[src/rtl/demux_stream_1n_if.sv]
`default_nettype none
// ============================================================================
// Module   : demux_stream_1n_if
// Purpose  : Producer-side and consumer-side handshake bundle for the 1:N
//            stream demultiplexer (in_bcast present with DEMUX_BCAST_EN).
// Revision : 1.0 - initial release
// ============================================================================
interface demux_stream_1n_if #(
    parameter int W = 8,
    parameter int N = 4
);
    localparam int SW = (N > 1) ? $clog2(N) : 1;

    logic [W-1:0]   in_data;
    logic [SW-1:0]  in_sel;
    logic           in_valid;
    logic           in_ready;
`ifdef DEMUX_BCAST_EN
    logic           in_bcast;
`endif
    logic [N*W-1:0] out_data;
    logic [N-1:0]   out_valid;
    logic [N-1:0]   out_ready;
    logic [7:0]     drop_cnt;

    modport master (
`ifdef DEMUX_BCAST_EN
        output in_bcast,
`endif
        output in_data, in_sel, in_valid, out_ready,
        input  in_ready, out_data, out_valid, drop_cnt
    );

    modport slave (
`ifdef DEMUX_BCAST_EN
        input  in_bcast,
`endif
        input  in_data, in_sel, in_valid, out_ready,
        output in_ready, out_data, out_valid, drop_cnt
    );
endinterface
`default_nettype wire

[src/rtl/demux_stream_1n.sv]
`default_nettype none
// ============================================================================
// Module   : demux_stream_1n
// Purpose  : Registered 1:N valid/ready stream demux, one holding slot per
//            channel. Optional broadcast enabled by macro DEMUX_BCAST_EN.
// Revision : 1.0 - initial release
// ============================================================================
module demux_stream_1n #(
    parameter int W = 8,
    parameter int N = 4
) (
    input  wire logic          clk,
    input  wire logic          rst,
    demux_stream_1n_if.slave   bus
);
    logic [N-1:0][W-1:0] data_q, data_d;
    logic [N-1:0]        valid_q, valid_d;
    logic [7:0]          drop_q, drop_d;

    logic [N-1:0]        can_take;
    logic [N-1:0]        load;
    logic                sel_ok;
    logic                bcast;
    logic                ready;
    logic                xfer;

`ifdef DEMUX_BCAST_EN
    assign bcast = bus.in_bcast;
`else
    assign bcast = 1'b0;
`endif

    // A slot accepts when empty or emptying this cycle, which gives one
    // beat per cycle per channel with no bubble.
    assign can_take = ~valid_q | bus.out_ready;
    assign sel_ok   = (int'(bus.in_sel) < N);

    always_comb begin
        ready = 1'b1;
        if (bcast) begin
            ready = &can_take;
        end else if (sel_ok) begin
            ready = can_take[bus.in_sel];
        end
    end

    assign xfer = bus.in_valid & ready;

    always_comb begin
        load    = '0;
        valid_d = valid_q;
        data_d  = data_q;
        for (int k = 0; k < N; k++) begin
            load[k]    = xfer & (bcast | (sel_ok & (int'(bus.in_sel) == k)));
            valid_d[k] = load[k] | (valid_q[k] & ~bus.out_ready[k]);
            if (load[k]) begin
                data_d[k] = bus.in_data;
            end
        end
    end

    always_comb begin
        drop_d = drop_q;
        if (xfer && !bcast && !sel_ok && (drop_q != 8'hFF)) begin
            drop_d = drop_q + 8'd1;
        end
    end

    always_ff @(posedge clk) begin
        if (rst) begin
            data_q  <= '0;
            valid_q <= '0;
            drop_q  <= '0;
        end else begin
            data_q  <= data_d;
            valid_q <= valid_d;
            drop_q  <= drop_d;
        end
    end

    assign bus.in_ready  = ready;
    assign bus.out_data  = data_q;
    assign bus.out_valid = valid_q;
    assign bus.drop_cnt  = drop_q;
endmodule
`default_nettype wire

[src/flat_wrapper.sv]
// flat-port wrapper written by rule: the top's interface ports become plain ports
module demux_stream_1n_flat 
#(
    parameter int W = 8,
    parameter int N = 4
)
  (clk, rst, bus_in_data, bus_in_sel, bus_in_valid, bus_out_ready, bus_in_ready, bus_out_data, bus_out_valid, bus_drop_cnt);
  demux_stream_1n_if #(.W(W), .N(N)) bus_i ();
  input  wire logic clk;
  input  wire logic rst;
  input wire logic [$bits(bus_i.in_data)-1:0] bus_in_data;
  input wire logic [$bits(bus_i.in_sel)-1:0] bus_in_sel;
  input wire logic [$bits(bus_i.in_valid)-1:0] bus_in_valid;
  input wire logic [$bits(bus_i.out_ready)-1:0] bus_out_ready;
  output wire logic [$bits(bus_i.in_ready)-1:0] bus_in_ready;
  output wire logic [$bits(bus_i.out_data)-1:0] bus_out_data;
  output wire logic [$bits(bus_i.out_valid)-1:0] bus_out_valid;
  output wire logic [$bits(bus_i.drop_cnt)-1:0] bus_drop_cnt;
  assign bus_i.in_data = bus_in_data;
  assign bus_i.in_sel = bus_in_sel;
  assign bus_i.in_valid = bus_in_valid;
  assign bus_i.out_ready = bus_out_ready;
  assign bus_in_ready = bus_i.in_ready;
  assign bus_out_data = bus_i.out_data;
  assign bus_out_valid = bus_i.out_valid;
  assign bus_drop_cnt = bus_i.drop_cnt;
  demux_stream_1n #(.W(W), .N(N)) u_core (.clk(clk), .rst(rst), .bus(bus_i));
endmodule
[config.mk]
export PLATFORM = sky130hd
export DESIGN_NAME = demux_stream_1n_flat
export DESIGN_NICKNAME = d
export VERILOG_FILES = /design/src/rtl/demux_stream_1n_if.sv /design/src/rtl/demux_stream_1n.sv /design/src/flat_wrapper.sv
export SDC_FILE = /design/constraint.sdc
export NUM_CORES = 1
export LEC_CHECK = 0
export ABC_AREA = 1
export BUFFER_PORTS_ARGS = -buffer_cell sky130_fd_sc_hd__clkbuf_2
export CAP_MARGIN = 40
export CORE_UTILIZATION = 40
export CTS_CLUSTER_SIZE = 12
export DETAILED_ROUTE_END_ITERATION = 8
export GPL_ROUTABILITY_DRIVEN = 0
export PLACE_DENSITY = 0.7
export RECOVER_POWER = 100
export SLEW_MARGIN = 10
export SYNTH_ARGS = -nofsm -noshare
export SYNTH_HDL_FRONTEND = slang
export SYNTH_SLANG_ARGS = --single-unit
[constraint.sdc]
create_clock -name clk -period 1.9 [get_ports clk]
set_input_delay 0.38 -clock clk [delete_from_list [all_inputs] [get_ports clk]]
set_output_delay 0.38 -clock clk [all_outputs]
set_load 0.01 [all_outputs]
Yosys cells after proc, flatten, opt, wreduce, memory -nomap -nowiden
Cells that the tools add are included.
{"block": "totals", "input_bits": 17, "wordCells": 31, "out_inout_bits": 45, "ff_bits": 36}
{"block": "classes", "bitwise_logic": 19, "n_eq_ne": 3, "n_mux": 2, "n_reduce_logical": 1, "magnitude_cmp": 1}
{"operator": "1-bit AND", "count": 9}
{"operator": "2-bit == test (second input constant)", "count": 2}
{"operator": "1-bit NOT", "count": 4}
{"operator": "4-bit NOT", "count": 1}
{"operator": "1-bit OR", "count": 4}
{"operator": "4-bit OR", "count": 1}
{"operator": "2-bit by 3-bit < comparator with 1-bit output (second input constant)", "count": 1}
{"operator": "1-bit binary-select mux with 2-bit select", "count": 1}
{"operator": "2-bit by 1-bit == test with 1-bit output (second input constant)", "count": 1}
{"operator": "2-bit zero test", "count": 1}
{"operator": "1-bit two-way mux", "count": 1}

Depth between registers and ports, before layout
{"block": "depth", "ltp_word": 7, "depth_mapped": 10, "ltp_nobuf": 9}

Worst setup path before layout
Ideal clock, no wire load.
{"block": "synth_timing", "path_kind": "input to output", "startpoint": "input bus_in_sel[0]", "endpoint": "output bus_in_ready", "t_required_ns": 1.520, "arrival_ns": 1.089, "path_stages": 7, "n_path_buf": 2, "slack_ns": 0.431, "cell_sequence": "buf_6 > nand2_2 > inv_4 > nand2_2 > nand2_4 > nor2_8 > buf_6"}
{"block": "synth_between", "elab_chain_len": 2}
{"element": "start: declaration", "line": "flat_wrapper.sv:12", "source": "input wire logic [$bits(bus_i.in_sel)-1:0] bus_in_sel;"}
{"element": "1-bit binary-select mux with 2-bit select", "line": "demux_stream_1n.sv:43", "source": "ready = can_take[bus.in_sel];"}
{"element": "1-bit two-way mux (not written as such)", "line": "demux_stream_1n.sv:43"}
{"element": "end: declaration", "line": "flat_wrapper.sv:15", "source": "output wire logic [$bits(bus_i.in_ready)-1:0] bus_in_ready;"}
No other way between the ends. The select of a mux whose other input is x is not followed.

Worst setup path in the final report
{"block": "layout_timing", "startpoint": "register u_core.valid_q[0] (netlist: u_core.bus.out_valid[0])", "endpoint": "output bus_in_ready"}
{"block": "layout_between", "elab_chain_len": 4}
{"element": "start: declaration", "line": "demux_stream_1n.sv:17", "source": "logic [N-1:0] valid_q, valid_d;"}
{"element": "start signal: assignment", "line": "demux_stream_1n.sv:76", "source": "valid_q <= valid_d;"}
{"element": "4-bit NOT", "line": "demux_stream_1n.sv:35", "source": "assign can_take = ~valid_q | bus.out_ready;"}
{"element": "4-bit OR", "line": "demux_stream_1n.sv:35"}
{"element": "1-bit binary-select mux with 2-bit select", "line": "demux_stream_1n.sv:43"}
{"element": "1-bit two-way mux (not written as such)", "line": "demux_stream_1n.sv:43"}
No other way between the ends. The select of a mux whose other input is x is not followed.

==> metrics.csv <==
stage,metric,value,unit
status,outcome,"complete, no violations",
drt,vias,1635,
timing,Relative slew margins,55.35,%
critical_path,ordered cell list for the critical path,inv_1 -> nor2_1 -> nand2_1 -> nand2_1 -> nor2_8 -> clkbuf_1,
finish,synth-to-layout area growth,14.09,%
finish,final instance area,2097,um2
timing,Fmax,0.5912,GHz
clock_tree,postcts setup bufs,0,
pwr,internal power,1.126,mW
placed_design,Post-Place Cell Area,2090,um2
pwr,Pwr per Cell Area,744.0,nW/um2
critical_path,worst-path fanout max,4,
finish,# diodes,0,
global_route,GRT overflow,0,
clock_tree,clk_lat worst skew,290,ps
timing,"Hold Violations, Final",0,
pwr,Max rail drop VDD,444.8,uV
timing,Worst Clk Skew,8.122,ps
placed_design,DP Wirelength,2757,um
clock_tree,Post-CTS Resized,0,
yosys,Yosys reg bits,36,
finish,Finished Layout Cells,382,
hold_path,Hold Path Class,in -> reg,
drt,remaining antenna violation count,0,
clock_tree,Clk Tree Root Cell,clkbuf_8,
global_route,Total GRT Usage,17.11,%
timing,final setup violation count,0,
global_route,first-pass GRT wire length,6582,um
critical_path,crit path capture type,output pin,
yosys,cell count after synthesis,277,
critical_path,worst setup path class,reg -> out,
drt,DR WL/cell,9.641,um
critical_path,most frequent cell on the critical path,nand2_1,
placed_design,Placement Setup Slack,277.1,ps
die,die area,4870,um2
drt,final wirelength,3683,um
drt,drc violations,0,
pwr,combinational share of power,15.4,%
clock_tree,CTS tree,built,
timing,RSZ-0062 raised after global routing,false,
yosys,"Warnings, synthesis",0,
pwr,Leak,1.120,nW
yosys,Cell variety after synth,19,
clock_tree,hold buffer count at CTS,0,
timing,Sum Neg Setup Slack,0,ps
drt,DR iter-0 viols,56,
die,io pins,62,
pwr,total power,1.560,mW
clock_tree,TritonCTS Buffers,5,
die,row cnt,24,
clock_tree,htree depth,2,
placed_design,IO buf count,53,
finish,nets,347,
pwr,Switch Pwr,434.4,uW
clock_tree,Clock Sinks,36,
die,starting density of the core,41.92,%
die,Die W,69.79,um
timing,Final Max Tran Viols,0,
global_route,largest net degree at the start of global routing,33,
die,DIE HEIGHT,69.79,um
critical_path,CP max stage delay,330,ps
timing,shortest period the worst path allows,1691,ps
global_route,initial antenna violation count,0,
flow_run,max_cap viols,0,
critical_path,Critical-path top delay cell,dfxtp_1,
pwr,Seq pwr share,52.3,%
critical_path,CP startpoint kind,flop,
pwr,Net Sw Frac,27.84,%
pwr,clock power share,32.3,%
drt,via density per instance,4.280,
yosys,Post-Syn Area per Cell,6.635,um2
critical_path,crit path DAT,1310,ps
placed_design,Cells after DPL,375,
timing,actual slew at the worst max-slew pin,667.8,ps
global_route,number of global-route vias before repair,1520,
yosys,fraction of the yosys area taken by sequential cells,39.21,%
timing,final setup margin,208.6,ps
finish,layout cells sized above 1,10.91,%
drt,first-pass iteration count of the detailed router,4,
critical_path,CP Data Required Time,1520,ps
die,Core Box Area,4384,um2
clock_tree,Max clock buf depth,2,
yosys,Post-Synthesis Cell Area,1838,um2
timing,final critical-path share of the clock period,89.02,%
clock_tree,clock transition at the registers of the reported paths,70,ps
[critical path: cells and delay by family, from the launching register on]
family                 cells  cell delay (ps)
and+or+nand+nor            4              520
DFF                        1              330
buffers and inverters      2              180
[state kept, by name (all words and copies together), names as in the netlist]
register,flops
u_core.bus.out_valid,4
u_core.bus.out_data,32
[layout by cell type (no fill, tap or decap)]
cell type and count:
clkbuf_1 38, inv_4 2, a21oi_1 4, nor2_8 2
nand2_4 1, dfxtp_1 36, conb_1 8, nand3b_1 1
nand2_2 3, buf_4 2, nand3_1 1, clkbuf_8 5
nand2_1 69, inv_2 1, clkbuf_2 17, nand3_4 1
inv_1 66, nand4_1 17, nor2_1 54, nand4_2 1
clkinv_2 1
[cell type report]
cell class	instances	area, um2
Clock buffer	6	72.57
Clock inverter	1	5.005
Fill cell	494	2287
Inverter	69	264.0
Multi-Input combinational cell	162	730.7
Sequential cell	36	720.7
Tap cell	52	65.06
Timing Repair Buffer	56	239.0
[cells in the mapped netlist]
cell	count	area share (%)
clkbuf_1	2	0.41
nand4_1	16	5.4
nor2_8	2	2.2
a21oi_1	4	1.1
dfxtp_1	36	39
buf_4	8	3.3
nor2_1	54	11
nand3_4	2	1.9
nand3b_1	1	0.41
inv_2	2	0.41
buf_6	4	2.5
conb_1	1	0.20
inv_1	65	13
nand4_2	2	1.4
buf_2	3	0.82
nand2_2	4	1.4
inv_4	2	0.68
nand2_4	1	0.61
nand2_1	68	14
[power groups by stage]
stage / combinational, mW / sequential (mW) / clock, mW
finish: 0.241 / 0.815 / 0.504
global route: 0.281 / 0.820 / 0.551
CTS: 0.257 / 0.816 / 0.533
detailed placement: 0.256 / 0.833 / 0
global placement: 0.253 / 0.832 / 0
floorplan: 0.166 / 0.850 / 0
[logic make-up (layout without fill, tap and decap cells)]
logic type / Yosys count / after routing / synth area share [%]
flip-flops: 36 / 36 / 39.21
other: 1 / 8 / 0.2040
buffers and inverters: 86 / 132 / 21.31
AND/OR/NAND/NOR: 150 / 150 / 38.19
AO/OA/AOI/OAI: 4 / 4 / 1.089
[layer usage]
layer	wire length, um	share of wire [%]	vias to the layer above	track usage [%]
li1	-	-	888	-
met1	1699	46	691	21.58
met2	1662	45	51	26.39
met3	253	6.9	5	4.651
met4	68	1.8	0	9.333
met5	0	0	-	0
[stage by stage]
stage / util, % / hold WS, ps
after floorplan: - / 449.1
after global placement: 47.66 / 495.7
after detailed placement: 47.66 / 497.3
after CTS: 49.43 / 324.8
after global routing: 47.83 / 334.4
final: 47.83 / 333.7
[final timing paths]
check                          start  slack [ps]                       to  cells after the start
min reg2reg  u_core.bus.out_data[16]         510  u_core.bus.out_data[16]                      4
max          u_core.bus.out_valid[0]         210             bus_in_ready                      6
min                              rst         330  u_core.bus.out_valid[0]                      2
max reg2reg  u_core.bus.out_valid[0]         310  u_core.bus.out_data[13]                      8
Power figures use the tool's default switching activity.
